<file path="config.mk">
export PLATFORM = sky130hd
export DESIGN_NAME = regfile_sb
export DESIGN_NICKNAME = d
export VERILOG_FILES = /design/src/rtl/regfile_sb_pkg.sv /design/src/rtl/regfile_sb_cnt.sv /design/src/rtl/regfile_sb.sv
export SDC_FILE = /design/constraint.sdc
export NUM_CORES = 2
export LEC_CHECK = 0
export CORE_UTILIZATION = 40
export DETAILED_ROUTE_END_ITERATION = 7
export MAX_ROUTING_LAYER = met4
export PLACE_DENSITY_LB_ADDON = 0.08
export SYNTH_ARGS = -nofsm -noshare
export SYNTH_HDL_FRONTEND = slang
export SYNTH_HIERARCHICAL = 1
export SYNTH_SLANG_ARGS = --single-unit
</file>
<file path="constraint.sdc">
create_clock -name clk -period 2.8 [get_ports clk]
set_input_delay 0.42 -clock clk [delete_from_list [all_inputs] [get_ports clk]]
set_output_delay 0.42 -clock clk [all_outputs]
set_load 0.02 [all_outputs]
</file>
<file path="src/rtl/regfile_sb_pkg.sv">
// Shared constants and state encoding for the scoreboarded register file.
package regfile_sb_pkg;

    localparam int DEF_DATA_WIDTH = 32;
    localparam int DEF_ADDR_WIDTH = 5;
    localparam int DEF_NUM_RD     = 2;
    localparam int DEF_CNT_W      = 2;

    localparam int ZERO_REG = 0;

    typedef enum logic {
        INIT = 1'b0,
        RUN  = 1'b1
    } state_t;

endpackage

</file>
<file path="src/rtl/regfile_sb_cnt.sv">
// Saturating up/down pending-write counter for one register.
module regfile_sb_cnt #(
    parameter int CNT_W = 2
) (
    input  logic clk,
    input  logic resetn,
    input  logic inc,
    input  logic dec,
    output logic full,
    output logic nonzero,
    output logic one
);

    logic [CNT_W-1:0] cnt;
    logic             dec_eff;

    // A release with nothing pending is a plain write: no underflow.
    assign dec_eff = dec && nonzero;

    always_ff @(posedge clk or negedge resetn) begin
        if (!resetn) begin
            cnt <= '0;
        end else if (inc && !dec_eff && !full) begin
            cnt <= cnt + CNT_W'(1);
        end else if (dec_eff && !inc) begin
            cnt <= cnt - CNT_W'(1);
        end
    end

    assign full    = &cnt;
    assign nonzero = |cnt;
    assign one     = (cnt == CNT_W'(1));

endmodule

</file>
<file path="src/rtl/regfile_sb.sv">
// Register file with write bypass, r0 hardwired to zero, post-reset clear
// sequencer and a per-register pending-write scoreboard.
module regfile_sb
    import regfile_sb_pkg::*;
#(
    parameter int DATA_WIDTH = DEF_DATA_WIDTH,
    parameter int ADDR_WIDTH = DEF_ADDR_WIDTH,
    parameter int NUM_RD     = DEF_NUM_RD,
    parameter int CNT_W      = DEF_CNT_W
) (
    input  logic                         clk,
    input  logic                         resetn,
    input  logic [NUM_RD*ADDR_WIDTH-1:0] raddr,
    output logic [NUM_RD*DATA_WIDTH-1:0] rdata,
    output logic [NUM_RD-1:0]            rbusy,
    input  logic                         wen,
    input  logic [ADDR_WIDTH-1:0]        waddr,
    input  logic [DATA_WIDTH-1:0]        wdata,
    input  logic                         iss_valid,
    input  logic [ADDR_WIDTH-1:0]        iss_addr,
    output logic                         iss_ready,
    output logic                         init_done
);

    localparam int DEPTH = 2 ** ADDR_WIDTH;
    localparam logic [ADDR_WIDTH-1:0] ZERO_ADDR = ADDR_WIDTH'(ZERO_REG);
    localparam logic [ADDR_WIDTH-1:0] LAST_ADDR = '1;

    state_t                  state;
    logic [ADDR_WIDTH-1:0]   ptr;
    logic                    run;
    logic                    wr_live;
    logic                    mem_we;
    logic [ADDR_WIDTH-1:0]   mem_addr;
    logic [DATA_WIDTH-1:0]   mem_wdata;
    logic [DATA_WIDTH-1:0]   mem [DEPTH];
    logic [DEPTH-1:0]        full_v;
    logic [DEPTH-1:0]        nz_v;
    logic [DEPTH-1:0]        one_v;

    always_ff @(posedge clk or negedge resetn) begin
        if (!resetn) begin
            state <= INIT;
            ptr   <= ADDR_WIDTH'(1);
        end else if (state == INIT) begin
            ptr <= ptr + ADDR_WIDTH'(1);
            if (ptr == LAST_ADDR) begin
                state <= RUN;
            end
        end
    end

    assign run       = (state == RUN);
    assign init_done = run;
    assign wr_live   = run && wen && (waddr != ZERO_ADDR);

    // The clear sequencer owns the single write port until RUN.
    assign mem_we    = !run || wr_live;
    assign mem_addr  = run ? waddr : ptr;
    assign mem_wdata = run ? wdata : '0;

    always_ff @(posedge clk) begin
        if (mem_we) begin
            mem[mem_addr] <= mem_wdata;
        end
    end

    assign full_v[0] = 1'b0;
    assign nz_v[0]   = 1'b0;
    assign one_v[0]  = 1'b0;

    // A saturated register may still accept a reservation if it is released this cycle.
    assign iss_ready = run && ((iss_addr == ZERO_ADDR) || !full_v[iss_addr] ||
                               (wen && (waddr == iss_addr)));

    for (genvar a = 1; a < DEPTH; a++) begin : g_cnt
        logic inc;
        logic dec;

        assign inc = run && iss_valid && iss_ready && (iss_addr == ADDR_WIDTH'(a));
        assign dec = run && wen && (waddr == ADDR_WIDTH'(a));

        regfile_sb_cnt #(
            .CNT_W (CNT_W)
        ) u_cnt (
            .clk     (clk),
            .resetn  (resetn),
            .inc     (inc),
            .dec     (dec),
            .full    (full_v[a]),
            .nonzero (nz_v[a]),
            .one     (one_v[a])
        );
    end

    for (genvar i = 0; i < NUM_RD; i++) begin : g_rd
        logic [ADDR_WIDTH-1:0] ra;
        logic                  hit;

        assign ra  = raddr[i*ADDR_WIDTH +: ADDR_WIDTH];
        assign hit = wr_live && (waddr == ra);

        assign rdata[i*DATA_WIDTH +: DATA_WIDTH] =
            (!run || ra == ZERO_ADDR) ? '0 : (hit ? wdata : mem[ra]);
        assign rbusy[i] = run && nz_v[ra] && !(hit && one_v[ra]);
    end

endmodule

</file>
==> flow_metrics.env <==
export IMPL_syn_cell_area_sq_um=55600
export IMPL_max_cap_violations=0
export IMPL_p_leak_nw=25.9
export IMPL_fp_row_count=136
export IMPL_syn2layout_area_growth_pct=30.1
export IMPL_synth_warnings=6
export IMPL_status="complete, but fails checks"
export IMPL_drt_iter0_drc=4028
export IMPL_first_global_vias=40217
export IMPL_path_class="flop to output port"
export IMPL_total_power_mw=40.4
export IMPL_synth_area_top_cells="edfxtp_1 55%, mux4_2 17%, mux2i_1 7.0%"
export IMPL_grt_util_all_layers_pct=30.8
export IMPL_yosysTopAreaCellShare_pct=55.3
export IMPL_grt_ovfl_total=0
export IMPL_first_pass_iters=6
export IMPL_crit_arrival_ns=3.03
export IMPL_cts_made_buffers=120
export IMPL_start_util_pct=40.4
export IMPL_nets=4397
export IMPL_synth_cells=3447
export IMPL_slew_violations=0
export IMPL_dp_hpwl_um=141000
export IMPL_required_ns=2.38
export IMPL_relSlewSlack_pct=23.6
export IMPL_final_util_pct=52.5
export IMPL_power_density_nw_per_um2=558
export IMPL_swShare_pct=26.1
export IMPL_seq_power_share_pct=45.0
export IMPL_ys_seq_elements=1092
export IMPL_synthAdderAreaFrac_pct=2.14
export IMPL_synth_simple_area_share_pct=4.38
export IMPL_grt_first_pass_wirelength_um=297000
export IMPL_worst_pin_slew_ns=1.15
export IMPL_p_switching_mw=10.5
export IMPL_totalWireLength_um=213000
export IMPL_clockBufferDepth=3
export IMPL_dp_cells=5817
export IMPL_hp_class="input port to asynchronous set/reset pin"
export IMPL_fin_area_sq_um=72300
export IMPL_cts_sinks=1092
export IMPL_htree_levels=3
export IMPL_irDropWorstVdd_v=0.000477
export IMPL_synth_async_reset_ratio_pct=6.23
export IMPL_end_kind="output port"
export IMPL_synth_avg_cell_area_sq_um=16.1
export IMPL_timing_rr_end="g_cnt[22].u_cnt/cnt[0]"
export IMPL_vias=38834
export IMPL_synth_distinct_cells=58
export IMPL_worst_slack_ns=-0.649
export IMPL_synth_largest_area_cell="edfxtp_1"
export IMPL_wl_per_cell_um=34.7
export IMPL_yosysSeqAreaShare_pct=58.4
export IMPL_crit_path_start_kind="flop"
export IMPL_yosysMostFrequentCell="edfxtp_1"
export IMPL_drive_above_1_share_pct=43.4
export IMPL_synth_compound_area_share_pct=7.11
export IMPL_path_clk_slew_ns=0.06
export IMPL_cp_max_fo=3
export IMPL_place_ws_ns=-1.13
export IMPL_grt_max_degree=69
export IMPL_r2r_start="g_cnt[28].u_cnt/cnt[0]"
export IMPL_rrSetupSlack_ns=-0.45
export IMPL_die_area_sq_um=140000
export IMPL_fin_skew_ns=0.0325
export IMPL_root_buffer="clkbuf_16"
export IMPL_viasPerCell=6.33
export IMPL_finalCritPeriodShare_pct=123
export IMPL_stdcell_count=6135
export IMPL_clock_fmax_ghz=0.290
export IMPL_placed_area_sq_um=65300
export IMPL_internal_power_mw=29.9
export IMPL_cts_tree="done"
export IMPL_clk_latency_ns=0.76
export IMPL_ys_flop_type="edfxtp_1"
export IMPL_synth_edf_count=1024
export IMPL_violations="setup timing"
export IMPL_remaining_drc_errors=0
export IMPL_antenna_found_initial=6
export IMPL_clkPwrFrac_pct=37.5
export IMPL_synth_top_family_by_area="multiplexers"
export IMPL_p_comb_share_pct=17.5
export IMPL_finalHoldViolations=0
export IMPL_synth_mux_area_share_pct=24.4
export IMPL_pin_count=124
export IMPL_portBuffers=123
export IMPL_synthesis_nets=3598
export IMPL_rsz0062_at_grt="yes"
export IMPL_die_h_um=375
export IMPL_gp_congestion=0.888
export IMPL_fin_crit_ns=3.45
export IMPL_synth_top_cells_by_count="1024 x edfxtp_1, 421 x mux4_2, 388 x mux2i_1, 129 x clkbuf_1, 126 x inv_1"
export IMPL_die_x_um=375
export IMPL_reg2regPathDepth=14
export IMPL_ant_nets=0
export IMPL_setup_viol=128
export IMPL_synth_xor_area_share_pct=0.772
export IMPL_core_sq_um=138000
export IMPL_fillCellCount=11131
[stage by stage]
step                TNS (ns)  hold slack, ns
floorplan            -212.80           0.124
global placement     -161.07           0.488
detailed placement   -156.41           0.501
CTS                   -74.88           0.241
global route          -45.52           0.275
finish                -34.61           0.267
[power by group through the flow]
stage | Combinational [mW] | Sequential, mW | Clock, mW
2_1_floorplan | 3.01 | 18.5 | 0
3_3_place_gp | 5.88 | 18.5 | 0
3_5_place_dp | 6.01 | 18.5 | 0
4_1_cts | 6.49 | 18.2 | 15.4
5_1_grt | 7.38 | 18.2 | 15.9
6_report | 7.07 | 18.2 | 15.2
[registers in the layout (all words and copies together), names as in the netlist]
register,flops
mem,1024
g_cnt.u_cnt/cnt,62
ptr,5
init_done,1
[kinds of logic after synthesis]
family	after synthesis
buffers and inverters	370
and+or+nand+nor	466
muxes	822
DFF	1092
AOI/OAI and AO/OA	553
adders and majority gates	95
xor gates and xnor gates	49
[critical path: stages, from the launching register on]
cell	delay (ns)
dfrtp_1	0.41
inv_2	0.10
ha_4	0.15
inv_1	0.07
mux4_2	0.48
mux4_2	0.52
nand3_4	0.13
a21oi_2	0.04
a41o_1	0.25
buf_6	0.15
[worst max-delay path by stage]
stage                            from   endpoint  slack, ns
2_1_floorplan               init_done  mem[0][0]      -0.39
6_report       g_cnt[22].u_cnt/cnt[0]   rbusy[1]      -0.65
3_3_place_gp                 raddr[3]  rdata[20]      -1.16
3_5_place_dp                 raddr[3]  rdata[20]      -1.13
4_1_cts        g_cnt[17].u_cnt/cnt[1]   rbusy[1]      -0.67
5_1_grt        g_cnt[22].u_cnt/cnt[0]  iss_ready      -0.73
[layer usage]
metal  track usage, %  wire [um]  up-vias
li1                 -          -    15783
met1             40.4      84900    20604
met2             47.5      99600     2021
met3             6.55      20500      426
met4             10.3       7820        0
met5                -          0        -
[layout by cell type, fill, tap and decap left out, drive strengths merged, types with 39 or more instances in the layout]
cell and count:
edfxtp 1024, buf 863, mux4 425, mux2i 389, clkbuf 161, inv 128, nor2 123, o22ai 122
o221ai 105, ha 95, a21oi 88, nand2 85, nand2b 73, dfrtp 67, o21ai 62, a32o 53
nand3 52, clkinv 47, a22o 41, nor3 41, xnor2 40, a211oi 40, clkdlybuf4s50 39
[layout make-up]
class                   instances  area [sq um]  share of cell area [%]
diodes                          4          10.0                  0.0138
clock buffers                 157          3210                    4.44
clock inverters                56           460                   0.637
inverters                     127           477                   0.659
multi-input cells            1988         23600                    32.6
flip-flops and latches       1092         32500                    44.9
well taps                    1794          2240                    3.10
repair buffers                917          9870                    13.6
[what timing repair did]
| item | in CTS | in global routing |
|---|---|---|
| pin swaps | 106 | 153 |
| gates resized for setup | 571 | 293 |
| hold buffers | 1 | 0 |
| endpoints found under the setup margin | 329 | 546 |
| gates cloned | 9 | 5 |
| hold endpoints to repair | 67 | 0 |
| setup buffers | 70 | 35 |
Note: power is estimated with default switching activity, not from simulation.
